File: config.mk
export PLATFORM = sky130hd
export DESIGN_NAME = sram_bus_ctrl
export DESIGN_NICKNAME = d
export VERILOG_FILES = /design/src/rtl/sram_ctrl_pkg.sv /design/src/rtl/sram_lat_counter.sv /design/src/rtl/sram_bus_ctrl.sv
export SDC_FILE = /design/constraint.sdc
export NUM_CORES = 1
export LEC_CHECK = 0
export ABC_AREA = 1
export CORE_ASPECT_RATIO = 1.5
export CORE_UTILIZATION = 45
export DETAILED_ROUTE_END_ITERATION = 6
export PLACE_DENSITY = 0.8
export SETUP_SLACK_MARGIN = 0.15
export SLEW_MARGIN = 10
export SYNTH_ARGS = -nofsm -noshare
export SYNTH_HDL_FRONTEND = slang
export SYNTH_SLANG_ARGS = --single-unit
File: constraint.sdc
create_clock -name clock -period 1.5 [get_ports clock]
set_input_delay 0.225 -clock clock [delete_from_list [all_inputs] [get_ports clock]]
set_output_delay 0.225 -clock clock [all_outputs]
set_load 0.02 [all_outputs]
File: src/rtl/sram_ctrl_pkg.sv
// Shared types and default sizes for the sprite SRAM bus controller.
// Latency: n/a (package only).
// Backpressure: n/a (package only).
package sram_ctrl_pkg;

  localparam int unsigned DATA_W_DEF   = 16;
  localparam int unsigned ADDR_W_DEF   = 18;
  localparam int unsigned READ_LAT_DEF = 2;

  // Bus sequencing states
  typedef enum logic [1:0] {
    ST_IDLE  = 2'd0,
    ST_TURN  = 2'd1,
    ST_WRITE = 2'd2,
    ST_READ  = 2'd3
  } state_e;

  // Width of a down-counter that must hold the value lat
  function automatic int unsigned lat_cnt_w(input int unsigned lat);
    return (lat < 1) ? 1 : $clog2(lat + 1);
  endfunction

endpackage

File: src/rtl/sram_lat_counter.sv
// Loadable down-counter that flags the final cycle of an SRAM read window.
// Latency: load takes effect on the next edge; last is a decode of the count register.
// Backpressure: none; decrements on every cycle dec is high.
module sram_lat_counter
  import sram_ctrl_pkg::*;
#(
  parameter int unsigned LAT = READ_LAT_DEF
) (
  input  logic clock,
  input  logic resetn,
  input  logic load,
  input  logic dec,
  output logic last
);

  localparam int unsigned CW = lat_cnt_w(LAT);

  logic [CW-1:0] cnt_q;
  logic [CW-1:0] cnt_d;

  // Load the full window length, then count down toward one; hold at zero
  always_comb begin
    cnt_d = cnt_q;
    if (load) begin
      cnt_d = CW'(LAT);
    end else if (dec && (cnt_q != '0)) begin
      cnt_d = cnt_q - CW'(1);
    end
  end

  // Count register with synchronous clear
  always_ff @(posedge clock) begin
    if (!resetn) begin
      cnt_q <= '0;
    end else begin
      cnt_q <= cnt_d;
    end
  end

  // A value of one means the current cycle is the last of the window
  assign last = (cnt_q == CW'(1));

endmodule

File: src/rtl/sram_bus_ctrl.sv
// Sequences single read/write requests onto the shared tristate SRAM bus with turnaround insertion.
// Latency: write occupies 1 cycle, read READ_LAT cycles then rsp_valid; +1 cycle when a turnaround is needed.
// Backpressure: req_ready is high only while idle; one operation outstanding, requester holds otherwise.
module sram_bus_ctrl
  import sram_ctrl_pkg::*;
#(
  parameter int unsigned DATA_W   = DATA_W_DEF,
  parameter int unsigned ADDR_W   = ADDR_W_DEF,
  parameter int unsigned READ_LAT = READ_LAT_DEF
) (
  input  logic              clock,
  input  logic              resetn,
  input  logic              req_valid,
  output logic              req_ready,
  input  logic              req_we,
  input  logic [ADDR_W-1:0] req_addr,
  input  logic [DATA_W-1:0] req_wdata,
  output logic              rsp_valid,
  output logic [DATA_W-1:0] rsp_data,
  output logic [ADDR_W-1:0] sram_addr,
  output logic              sram_we_n,
  output logic              sram_oe_n,
  output logic              bus_drive,
  output logic [DATA_W-1:0] bus_out,
  input  logic [DATA_W-1:0] bus_in
);

  state_e              state_q,      state_d;
  logic                req_ready_q,  req_ready_d;
  logic                rsp_valid_q,  rsp_valid_d;
  logic [DATA_W-1:0]   rsp_data_q,   rsp_data_d;
  logic [ADDR_W-1:0]   sram_addr_q,  sram_addr_d;
  logic                we_n_q,       we_n_d;
  logic                oe_n_q,       oe_n_d;
  logic                drive_q,      drive_d;
  logic [DATA_W-1:0]   bus_out_q,    bus_out_d;
  // Latched request fields, kept across a turnaround cycle
  logic                op_we_q,      op_we_d;
  logic [DATA_W-1:0]   op_wdata_q,   op_wdata_d;
  // High during the first idle cycle after an operation completes
  logic                first_idle_q, first_idle_d;

  logic accept;
  logic cnt_load;
  logic cnt_dec;
  logic lat_last;

  assign accept = req_valid & req_ready_q;

  sram_lat_counter #(
    .LAT (READ_LAT)
  ) u_lat_cnt (
    .clock  (clock),
    .resetn (resetn),
    .load   (cnt_load),
    .dec    (cnt_dec),
    .last   (lat_last)
  );

  // Next-state and registered-output decode; strobes default to inactive
  always_comb begin
    state_d      = state_q;
    req_ready_d  = req_ready_q;
    rsp_valid_d  = 1'b0;
    rsp_data_d   = rsp_data_q;
    sram_addr_d  = sram_addr_q;
    we_n_d       = 1'b1;
    oe_n_d       = 1'b1;
    drive_d      = 1'b0;
    bus_out_d    = bus_out_q;
    op_we_d      = op_we_q;
    op_wdata_d   = op_wdata_q;
    first_idle_d = first_idle_q;
    cnt_load     = 1'b0;
    cnt_dec      = 1'b0;

    case (state_q)
      ST_IDLE: begin
        req_ready_d  = 1'b1;
        // Only the very first idle cycle can trigger a turnaround
        first_idle_d = 1'b0;
        if (accept) begin
          req_ready_d = 1'b0;
          op_we_d     = req_we;
          op_wdata_d  = req_wdata;
          sram_addr_d = req_addr;
          if (first_idle_q && (req_we != op_we_q)) begin
            // Direction flip with no idle gap: let the bus settle first
            state_d = ST_TURN;
          end else if (req_we) begin
            state_d   = ST_WRITE;
            drive_d   = 1'b1;
            we_n_d    = 1'b0;
            bus_out_d = req_wdata;
          end else begin
            state_d  = ST_READ;
            oe_n_d   = 1'b0;
            cnt_load = 1'b1;
          end
        end
      end

      ST_TURN: begin
        if (op_we_q) begin
          state_d   = ST_WRITE;
          drive_d   = 1'b1;
          we_n_d    = 1'b0;
          bus_out_d = op_wdata_q;
        end else begin
          state_d  = ST_READ;
          oe_n_d   = 1'b0;
          cnt_load = 1'b1;
        end
      end

      ST_WRITE: begin
        state_d      = ST_IDLE;
        req_ready_d  = 1'b1;
        first_idle_d = 1'b1;
      end

      ST_READ: begin
        cnt_dec = 1'b1;
        oe_n_d  = 1'b0;
        if (lat_last) begin
          // Data on the pads has been stable for the full latency window
          state_d      = ST_IDLE;
          oe_n_d       = 1'b1;
          rsp_valid_d  = 1'b1;
          rsp_data_d   = bus_in;
          req_ready_d  = 1'b1;
          first_idle_d = 1'b1;
        end
      end

      default: begin
        state_d = ST_IDLE;
      end
    endcase
  end

  // State and output registers with synchronous active-low clear
  always_ff @(posedge clock) begin
    if (!resetn) begin
      state_q      <= ST_IDLE;
      req_ready_q  <= 1'b0;
      rsp_valid_q  <= 1'b0;
      rsp_data_q   <= '0;
      sram_addr_q  <= '0;
      we_n_q       <= 1'b1;
      oe_n_q       <= 1'b1;
      drive_q      <= 1'b0;
      bus_out_q    <= '0;
      op_we_q      <= 1'b0;
      op_wdata_q   <= '0;
      first_idle_q <= 1'b0;
    end else begin
      state_q      <= state_d;
      req_ready_q  <= req_ready_d;
      rsp_valid_q  <= rsp_valid_d;
      rsp_data_q   <= rsp_data_d;
      sram_addr_q  <= sram_addr_d;
      we_n_q       <= we_n_d;
      oe_n_q       <= oe_n_d;
      drive_q      <= drive_d;
      bus_out_q    <= bus_out_d;
      op_we_q      <= op_we_d;
      op_wdata_q   <= op_wdata_d;
      first_idle_q <= first_idle_d;
    end
  end

  assign req_ready = req_ready_q;
  assign rsp_valid = rsp_valid_q;
  assign rsp_data  = rsp_data_q;
  assign sram_addr = sram_addr_q;
  assign sram_we_n = we_n_q;
  assign sram_oe_n = oe_n_q;
  assign bus_drive = drive_q;
  assign bus_out   = bus_out_q;

endmodule

* Word-level counts from Yosys, hierarchy flattened
Cells that the tools add are included.
Operators by class: add/sub/neg operators 1, equal/unequal tests 10, mux-type cells 35, bitwise logic cells 2, reductions and logical operators 14
Operators with widths (count):
- two-way mux 16 bit | 4
- one-hot mux 16 bit (2 select lines) | 1
- two-way mux 1 bit | 18
- two-way mux 2 bit | 5
- != test 2 bit (second input constant) | 5
- AND reduction 2 bit | 5
- one-hot mux 1 bit (3 select lines) | 3
- one-hot mux 2 bit (4 select lines) | 1
- one-hot mux 1 bit (2 select lines) | 3
- nonzero test 2 bit | 3
- AND reduction 5 bit | 1
- equality test 2 x 1 -> 1 bit (second input constant) | 2
- equality test 2 bit (second input constant) | 2
- nonzero test 3 bit | 1
- logical AND 1 bit | 2
- zero test 2 bit | 1
- OR reduction 2 bit | 1
- subtractor 2 x 1 -> 2 bit (second input constant) | 1
- AND 1 bit | 1
- != test 1 bit | 1
- NOT 1 bit | 1
Word-level totals: register bits 77, input bits 54

* Longest topological paths before layout
Gate-level depths: netlist (run 1).
word-level depth 6, mapped depth 9, depth with buffers taken out 9

* Hierarchy
From an unflattened synthesis (run 1), not the netlist that was laid out.
Unflattened totals: cells, all modules 435, area total of the unflattened synthesis 3211.8 µm²
By module, submodules not included:
- sram_bus_ctrl | instances 1, cells each 416, area each 3085.5 µm², sequential area each 1501.4 µm²
- sram_lat_counter | instances 1, cells each 19, area each 126.4 µm², sequential area each 40.0 µm²

* Least setup slack after synthesis (run 1)
OpenSTA, ideal clock, no wires.
path kind reg2reg, start register req_ready_q, in the netlist req_ready, end register bus_out_q[7], in the netlist bus_out[7], arrival 1.183 ns, required time 1.368 ns, path slack 0.185 ns, stages on the path, launching flop included 7, path buffers 1, cells stage by stage dfxtp_1 nand2_1 nor2_4 nand2_4 buf_2 nand3_1 a21oi_2
Between the ends: longest elaborated chain between the ends 3
Ends and longest elaborated chain:
- start: declaration | RTL line sram_bus_ctrl.sv:29 | logic req_ready_q, req_ready_d;
- start signal: assignment | RTL line sram_bus_ctrl.sv:159 | req_ready_q <= req_ready_d;
- AND 1 bit | RTL line sram_bus_ctrl.sv:48 | assign accept = req_valid & req_ready_q;
- != test 2 bit (no line)
- AND reduction 5 bit (no line)
- end signal: assignment | RTL line sram_bus_ctrl.sv:166 | bus_out_q <= bus_out_d;
- end: declaration | RTL line sram_bus_ctrl.sv:36 | logic [DATA_W-1:0] bus_out_q, bus_out_d;
No other way between the ends. A chain may end at the register's enable or synchronous reset.

* Worst setup path after layout (run 1)
start register state_q[1], end register op_wdata_q[6]
Between the ends: longest elaborated chain between the ends 2
Ends and longest elaborated chain:
- start: declaration | RTL line sram_bus_ctrl.sv:28 | state_e state_q, state_d;
- start signal: assignment | RTL line sram_bus_ctrl.sv:158 | state_q <= state_d;
- zero test 2 bit | RTL line sram_bus_ctrl.sv:77 | case (state_q)
- AND reduction 2 bit (no line)
- end signal: assignment | RTL line sram_bus_ctrl.sv:168 | op_wdata_q <= op_wdata_d;
- end: declaration | RTL line sram_bus_ctrl.sv:39 | logic [DATA_W-1:0] op_wdata_q, op_wdata_d;
No other way between the ends.

==> results of run 1 <==
-- final cells by class --
class	count	area, um2	share of cell area (%)
Inverter	41	154	3.45
Multi-Input combinational cell	263	1280	28.7
Clock buffer	9	124	2.78
Tap cell	76	95.1	2.13
Sequential cell	77	1540	34.6
Clock inverter	7	58.8	1.32
Timing Repair Buffer	126	1200	27.0
-- layout by cell type (no fill, tap or decap), types with 2 or more instances in the layout --
master           count
a21oi_1             35
a21oi_2             10
buf_12               4
buf_4               13
clkbuf_8             9
clkdlybuf4s50_1     53
clkinv_4             3
dfxtp_1             76
dlygate4sd2_1       55
ha_1                 2
inv_1               36
inv_2                5
nand2_1             56
nand2_2             10
nand2_4              2
nand3_1             24
nor2_1              56
o21ai_0             52
o21ai_1             11
-- through the flow --
step                      hold slack, ns  utilization (%)  std cells  setup TNS, ns  setup slack (ns)
final                              0.442             67.8        599              0             0.224
after global routing               0.438             67.8        599              0             0.123
after CTS                          0.432             67.7        599              0             0.164
after detailed placement           0.435             66.0        583          -1.99           -0.0719
after global placement             0.431             66.0        583          -1.02           -0.0441
after floorplan                    0.360                -        405              0             0.185
-- power groups by stage --
stage / logic [mW] / registers, mW / clock network (mW)
6_report: 1.21 / 2.35 / 1.43
5_1_grt: 1.35 / 2.38 / 1.56
4_1_cts: 1.21 / 2.35 / 1.48
3_5_place_dp: 1.27 / 2.40 / 0
3_3_place_gp: 1.26 / 2.40 / 0
2_1_floorplan: 0.604 / 2.53 / 0
-- per-layer routing --
layer	track usage (%)	vias to the layer above	routed length (um)
li1	-	1522	-
met1	23.7	1258	2970
met2	35.6	113	3600
met3	5.06	22	458
met4	12.9	0	263
met5	0	-	0
-- worst paths after layout --
kind,endpoint
setup / recovery,op_wdata_q[6]
hold / removal,rsp_data[8]
setup reg to reg,op_wdata_q[6]
hold reg to reg,rsp_data[8]
-- logic make-up (layout without fill, tap and decap cells) --
group	Yosys count	count (layout)	synth area share, %
simple gates	152	152	21.5
compound gates	108	108	18.6
flops	77	77	49.6
buf+inv	65	183	9.14
fa+ha+maj	2	2	0.805
xor+xnor	1	1	0.282
-- worst reg2reg max path: stages, from the launching register on --
cell and delay [ns]:
dfxtp_2 0.36, inv_2 0.08, nand2_2 0.08, nor2_4 0.20, inv_2 0.07, buf_12 0.17
o21ai_0 0.16, a21oi_1 0.05
-- sequential cells by signal, indices dropped and copies added (netlist names), 2 cells and up --
| name | cells |
|---|---|
| state_q | 2 |
| rsp_data | 16 |
| u_lat_cnt.cnt_q | 2 |
| sram_addr | 18 |
| op_wdata_q | 16 |
| bus_out | 16 |
-- repair_timing --
action / CTS / global route
setup buffers: 0 / 0
endpoints found under the setup margin: 55 / 38
gates resized for setup: 55 / 8
cloned: 0 / 0
hold buffers: 0 / 0
pin swaps: 0 / 1
==> qor.txt, run 1 <==
first-pass GRT wire length: 12.4 mm
Vias: 2,915
hold_sp: rsp_data[8]
Crit path required time: 1.75 ns
Cell variety after synth: 23
Critical Path Start: state_q[1]
Vias/cell: 4.87
CTS tree: done
DRC: 0
most common cell in the netlist: dfxtp_1
post-synthesis register bit count: 77
register area share after synthesis: 49.6%
CP max-delay cell: dfxtp_2
Worst Tran Pin Value: 0.246 ns
Synth Net Count: 461
Max Freq: 783 MHz
Worst Setup End Kind: flip-flop
Yosys top cell area share: 49.6%
ANT nets after route: 0
crit path DAT: 1.52 ns
WP buf/inv: 3
largest fanout on the critical path: 42
Max Cap Viol: 0
largest stage delay on the critical path: 0.36 ns
Die Y: 104 um
vias in the first global route: 2,818
1st-iter DRT viols: 90
sequential power share: 47.1%
fin crit share: 85.1%
CTS clk-pin slew, worst paths: 0.08 ns
total power: 4.99 mW
# diodes: 0
port bufs: 108
Pre-antenna DRT Iters: 4
area of the die: 0.00725 mm2
Post-synth EDFFs: 0
DP HPWL: 5.18 mm
drt wl/cell: 12.2 um
placed inst area: 0.00434 mm2
worst hold path depth: 2
Final GP Congestion: 0.864
Clock Power Share: 28.7%
Leak Pwr: 2.05 nW
asr flop ratio synth: 0%
R2R depth: 7
Die W: 69.8 um
predominant post-synthesis flop cell: dfxtp_1
area leader, netlist: dfxtp_1
Synthesis Warnings: 0
crit path launch type: flip-flop
final WL: 7.29 mm
Setup violations, final: 0
CTS sink cnt: 77
CTS max path bufs: 2
largest net degree at the start of global routing: 43
Post-synth top cells: 77 x dfxtp_1, 58 x o21ai_0, 56 x nand2_1, 56 x nor2_1, 36 x inv_1
Setup CP Type: flip-flop to flip-flop
Rel. slew slack: 83.6%
skew final: 0.00720 ns
# IOs: 109
NetSw: 1.62 mW
cell area power density: 1120 mW/mm2
Final Instance Area: 0.00446 mm2
CTS Root Buffer Type: clkbuf_8
post-layout min period: 1.28 ns
total gr overflow: 0
pins over their slew limit: 0
internal power: 3.38 mW
status: finished clean
Logic pwr share: 24.2%
Post-Syn Area: 0.00311 mm2
most used cell, CP: inv_2
CP top delay family: flip-flops
P&R area growth vs syn: 43.5%
unrepaired setup endpoints after global routing: true
cells after synthesis: 405
Nets: 574
Num CTS Buffers: 9
Sw Share: 32.4%
FF-to-FF Start: state_q[1]
initial antenna violation count: 0
H-tree Lvls: 3
layout cells sized above 1: 12.4%
worst reg2reg setup slack: 0.22 ns
Fill cells: 580
Crit. path cell count: 7
Peak VDD IR: 0.723 mV
Hold WC Path Type: flip-flop to flip-flop
worst path cell trace: inv_2 -> nand2_2 -> nor2_4 -> inv_2 -> buf_12 -> o21ai_0 -> a21oi_1
Overall Global Routing Usage: 21.1%
CORE AREA: 0.00658 mm2
initial core utilization: 47.2%
Avg Cell Area, Syn: 7.67 um2
Final Hold Viols: 0
Rows: 36
synth top area cells: dfxtp_1 50%, o21ai_0 9.3%, nand2_1 6.8%
clock latency on the worst-skew pair: 0.36 ns
No activity file was read; power rests on OpenSTA's default activity.
==> run 2, diff against run 1 <==
RECOVER_POWER = 25   (was default)
SETUP_SLACK_MARGIN = default   (was 0.15)
==> qor.txt, run 2 (same netlist as run 1, synthesis figures left out) <==
ANT nets after route: 0 (unchanged)
final core utilization: 67.7% (was 67.8%)
CTS sink cnt: 77 (unchanged)
R2R depth: 6 (was 7)
DRC: 0 (unchanged)
vias in the first global route: 2,818 (unchanged)
Num CTS Buffers: 9 (unchanged)
most frequent cells in the layout: 77 x dfxtp_1, 58 x o21ai_0, 56 x nand2_1, 56 x nor2_1, 55 x dlygate4sd2_1 (was 76 x dfxtp_1, 56 x nand2_1, 56 x nor2_1)
most used cell, CP: buf_4 (was inv_2)
# diodes: 0 (unchanged)
DP HPWL: 5.18 mm (unchanged)
FF-to-FF Start: state_q[1] (unchanged)
Rows: 36 (unchanged)
largest stage delay on the critical path: 0.45 ns (was 0.36 ns)
skew final: 0.00844 ns (was 0.00720 ns)
initial antenna violation count: 0 (unchanged)
Setup violations, final: 0 (unchanged)
worst path cell trace: nor2_2 -> buf_4 -> nand2_4 -> buf_4 -> nand3_1 -> a21oi_2 (was inv_2 -> nand2_2 -> nor2_4 -> inv_2 -> buf_12 -> o21ai_0 -> a21oi_1)
Hold WC Path Type: flip-flop to flip-flop (unchanged)
fin crit share: 89.0% (was 85.1%)
Die Y: 104 um (unchanged)
Rel. slew slack: 84.6% (was 83.6%)
Fill cells: 582 (was 580)
Leak Pwr: 2.05 nW (about the same)
CTS clk-pin slew, worst paths: 0.08 ns (about the same)
drt wl/cell: 12.1 um (was 12.2 um)
Setup CP Type: flip-flop to flip-flop (unchanged)
CTS tree: done (unchanged)
largest net degree at the start of global routing: 43 (unchanged)
placed inst area: 0.00434 mm2 (unchanged)
Final Instance Area: 0.00445 mm2 (was 0.00446 mm2)
layout cells sized above 1: 12.2% (was 12.4%)
CTS Root Buffer Type: clkbuf_8 (unchanged)
max reg flops: 18 (unchanged)
Critical Path Start: state_q[1] (unchanged)
port bufs: 108 (unchanged)
Nets: 574 (unchanged)
# hold bufs at CTS: 0 (unchanged)
Final Hold Viols: 0 (unchanged)
Vias/cell: 4.82 (was 4.87)
status: finished clean (unchanged)
Pre-antenna DRT Iters: 4 (unchanged)
Max Cap Viol: 0 (unchanged)
Crit path required time: 1.79 ns (was 1.75 ns)
Peak VDD IR: 0.710 mV (was 0.723 mV)
final WL: 7.25 mm (was 7.29 mm)
Vias: 2,888 (was 2,915)
post-layout min period: 1.34 ns (was 1.28 ns)
Die W: 69.8 um (unchanged)
hold_sp: rsp_data[8] (unchanged)
worst hold path depth: 2 (unchanged)
unrepaired setup endpoints after global routing: false (was true)
Worst Setup End Kind: flip-flop (unchanged)
CTS max path bufs: 2 (unchanged)
clock latency on the worst-skew pair: 0.36 ns (about the same)
pins over their slew limit: 0 (unchanged)
largest fanout on the critical path: 11 (was 42)
P&R area growth vs syn: 43.3% (was 43.5%)
1st-iter DRT viols: 78 (was 90)
first-pass GRT wire length: 12.4 mm (unchanged)
cell area power density: 1120 mW/mm2 (about the same)
initial core utilization: 47.2% (unchanged)
Max Freq: 749 MHz (was 783 MHz)
Final GP Congestion: 0.864 (unchanged)
setup TNS: 0 ns (unchanged)
crit path launch type: flip-flop (unchanged)
CP max-delay cell: dfxtp_1 (was dfxtp_2)
area of the die: 0.00725 mm2 (unchanged)
# IOs: 109 (unchanged)
Overall Global Routing Usage: 21.1% (unchanged)
Worst Tran Pin Value: 0.229 ns (was 0.246 ns)
commonest non-fill, non-tap cell in the layout: dfxtp_1 (unchanged)
total power: 4.98 mW (was 4.99 mW)
total gr overflow: 0 (unchanged)
H-tree Lvls: 3 (unchanged)
CORE AREA: 0.00658 mm2 (unchanged)
crit path DAT: 1.63 ns (was 1.52 ns)
run 2: through the flow:
step,setup WS (ns),instances,hold WS [ns]
3_3_place_gp,-0.0441,583,0.431
2_1_floorplan,0.185,405,0.360
4_1_cts,0.164,599,0.432
5_1_grt,0.0683,599,0.438
3_5_place_dp,-0.0719,583,0.435
6_report,0.164,599,0.441
run 2: final timing paths:
path | slack (ns) | to
max | 0.16 | bus_out[7]
max reg2reg | 0.16 | bus_out[7]
min | 0.44 | rsp_data[8]
min reg2reg | 0.44 | rsp_data[8]
run 2: routing by layer:
| layer | GRT usage [%] | part of all wire (%) | wire length, um | vias up |
|---|---|---|---|---|
| li1 | - | - | - | 1521 |
| met1 | 23.7 | 41 | 2980 | 1239 |
| met4 | 12.9 | 3.6 | 263 | 0 |
| met3 | 5.06 | 6.2 | 447 | 22 |
| met5 | 0 | 0 | 0 | - |
| met2 | 35.6 | 49 | 3560 | 106 |
run 2: cell type report:
type	instances	area (um2)	share of cell area, %
Tap cell	76	95.1	2.14
Sequential cell	77	1540	34.6
Inverter	41	154	3.46
Clock buffer	9	124	2.78
Clock inverter	7	58.8	1.32
Multi-Input combinational cell	263	1280	28.8
Timing Repair Buffer	126	1200	26.9
run 2: what timing repair did:
item,in CTS,in global routing
gates resized for setup,55,0
endpoints found under the hold margin,0,0
buffers inserted,0,0
endpoints found under the setup margin,55,0
run 2: worst max-delay path: cells and delay by family (launching register included):
kind | cells | cell delay [ns]
compound gates | 1 | 0.13
buf+inv | 2 | 0.34
flops | 1 | 0.45
simple gates | 3 | 0.35
run 2: where the power goes:
group / switching, mW / total (mW) / internal, mW / leakage, nW
sequential: 0.104 / 2.35 / 2.25 / 0.627
clock: 0.809 / 1.43 / 0.622 / 0.0917
combinational: 0.694 / 1.20 / 0.503 / 1.33
==> run 3, diff against run 2 <==
REMOVE_ABC_BUFFERS = 1   (was default)
==> qor.txt, run 3 (same netlist as run 1, synthesis figures left out) <==
skew final: 0.00701 ns (was 0.00844 ns)
Multi-input gate area: 0.00128 mm2 (about the same)
Crit. path cell count: 1 (was 6)
Final Instance Area: 0.00453 mm2 (was 0.00445 mm2)
register area: 0.00154 mm2 (unchanged)
most frequent cells in the layout: 77 x dfxtp_1, 58 x o21ai_0, 57 x nand2_1 (was 77 x dfxtp_1, 58 x o21ai_0, 56 x nand2_1, 56 x nor2_1, 55 x dlygate4sd2_1)
Worst Setup EP: bus_drive (was bus_out[7])
Worst Setup End Kind: output port (was flip-flop)
Peak VDD IR: 0.946 mV (was 0.710 mV)
initial antenna violation count: 0 (unchanged)
largest net degree at the start of global routing: 34 (was 43)
total power: 5.56 mW (was 4.98 mW)
Vias/cell: 5.01 (was 4.82)
worst reg2reg setup slack: 0.12 ns (was 0.16 ns)
setup ws final: 0.0356 ns (was 0.164 ns)
Final GP Congestion: 0.846 (was 0.864)
Pre-antenna DRT Iters: 4 (unchanged)
CTS tree: done (unchanged)
commonest non-fill, non-tap cell in the layout: dfxtp_1 (unchanged)
Max Freq: 683 MHz (was 749 MHz)
cell area power density: 1230 mW/mm2 (was 1120 mW/mm2)
final WL: 7.90 mm (was 7.25 mm)
status: finished clean (unchanged)
DRC: 0 (unchanged)
Rel. slew slack: 77.1% (was 84.6%)
# IOs: 109 (unchanged)
crit path DAT: 1.24 ns (was 1.63 ns)
Final Hold Viols: 0 (unchanged)
Setup CP Type: flip-flop to output port (was flip-flop to flip-flop)
# diodes: 0 (unchanged)
placed inst area: 0.00434 mm2 (about the same)
FF-to-FF Start: state_q[1] (unchanged)
DP HPWL: 5.56 mm (was 5.18 mm)
Worst Tran Pin Value: 0.344 ns (was 0.229 ns)
unrepaired setup endpoints after global routing: false (unchanged)
pre-CTS WS: -0.0977 ns (was -0.0719 ns)
CTS Root Buffer Type: clkbuf_8 (unchanged)
CORE AREA: 0.00658 mm2 (unchanged)
Fin Hold WS: 0.307 ns (was 0.441 ns)
Die W: 69.8 um (unchanged)
drt wl/cell: 13.1 um (was 12.1 um)
Setup violations, final: 0 (unchanged)
vias in the first global route: 2,948 (was 2,818)
worst r2r dst: op_wdata_q[2] (was bus_out[7])
first-pass GRT wire length: 13.5 mm (was 12.4 mm)
ANT nets after route: 0 (unchanged)
total gr overflow: 0 (unchanged)
area of the die: 0.00725 mm2 (unchanged)
CTS sink cnt: 77 (unchanged)
1st-iter DRT viols: 193 (was 78)
Overall Global Routing Usage: 23.3% (was 21.1%)
largest stage delay on the critical path: 0.59 ns (was 0.45 ns)
crit path launch type: flip-flop (unchanged)
Vias: 3,014 (was 2,888)
Hold WC Path Type: primary input to flip-flop (was flip-flop to flip-flop)
layout cells sized above 1: 12.5% (was 12.2%)
H-tree Lvls: 3 (unchanged)
initial core utilization: 47.2% (unchanged)
# hold bufs at CTS: 0 (unchanged)
Nets: 577 (was 574)
CP max-delay cell: clkdlybuf4s50_1 (was dfxtp_1)
Die Y: 104 um (unchanged)
Critical Path Start: bus_drive (was state_q[1])
Rows: 36 (unchanged)
CP top delay family: buffers and inverters (was flip-flops)
largest fanout on the critical path: 1 (was 11)
post-layout min period: 1.46 ns (was 1.34 ns)
Leak Pwr: 2.09 nW (was 2.05 nW)
P&R area growth vs syn: 45.7% (was 43.3%)
final core utilization: 68.8% (was 67.7%)
port bufs: 108 (unchanged)
worst path cell trace: clkdlybuf4s50_1 (was nor2_2 -> buf_4 -> nand2_4 -> buf_4 -> nand3_1 -> a21oi_2)
fin crit share: 97.6% (was 89.0%)
R2R depth: 7 (was 6)
Crit path required time: 1.27 ns (was 1.79 ns)
max reg flops: 18 (unchanged)
clock latency on the worst-skew pair: 0.35 ns (was 0.36 ns)
Fill cells: 574 (was 582)
CTS clk-pin slew, worst paths: 0.07 ns (was 0.08 ns)
Max Cap Viol: 0 (unchanged)
Num CTS Buffers: 9 (unchanged)
pins over their slew limit: 0 (unchanged)
CTS max path bufs: 2 (unchanged)
WP buf/inv: 1 (was 2)
run 3: area by class of cell:
| class | instances | area share [%] |
|---|---|---|
| flip-flops and latches | 77 | 34.1 |
| multi-input cells | 263 | 28.4 |
| repair buffers | 129 | 26.4 |
| clock buffers | 13 | 3.73 |
| inverters | 41 | 3.40 |
| well taps | 76 | 2.10 |
| clock inverters | 3 | 1.99 |
run 3: worst min-delay path by stage:
stage                startpoint          end  depth (start not counted)
floorplan                resetn    sram_oe_n                          1
global placement    rsp_data[8]  rsp_data[8]                          2
detailed placement  rsp_data[1]  rsp_data[1]                          2
CTS                      resetn    rsp_valid                          3
global route             resetn    rsp_valid                          3
finish                   resetn    rsp_valid                          3
run 3: repair_timing:
item                                    4_1_cts  5_1_grt
endpoints found under the setup margin       52        3
gates resized for setup                      52        3
setup buffers                                 0        0
run 3: routing by layer:
| layer | global-route usage, % | routed length [um] | share of wire [%] | up-vias |
|---|---|---|---|---|
| met2 | 40.6 | 4090 | 52 | 83 |
| met4 | 13.3 | 259 | 3.3 | 0 |
| met3 | 3.50 | 316 | 4.0 | 21 |
| met5 | 0 | 0 | 0 | - |
| met1 | 26.5 | 3230 | 41 | 1382 |
| li1 | - | - | - | 1528 |
run 3: stage by stage:
stage / setup TNS, ns / instances
after detailed placement: -2.01 / 586
final: 0 / 602
after global routing: 0 / 602
after CTS: 0 / 602
after floorplan: -5.35 / 381
after global placement: -1.66 / 586
run 3: where the power goes:
part           internal, mW  switching [mW]  total [mW]
clock network          1.24           0.739        1.98
logic                 0.505           0.721        1.23
registers              2.25           0.107        2.35
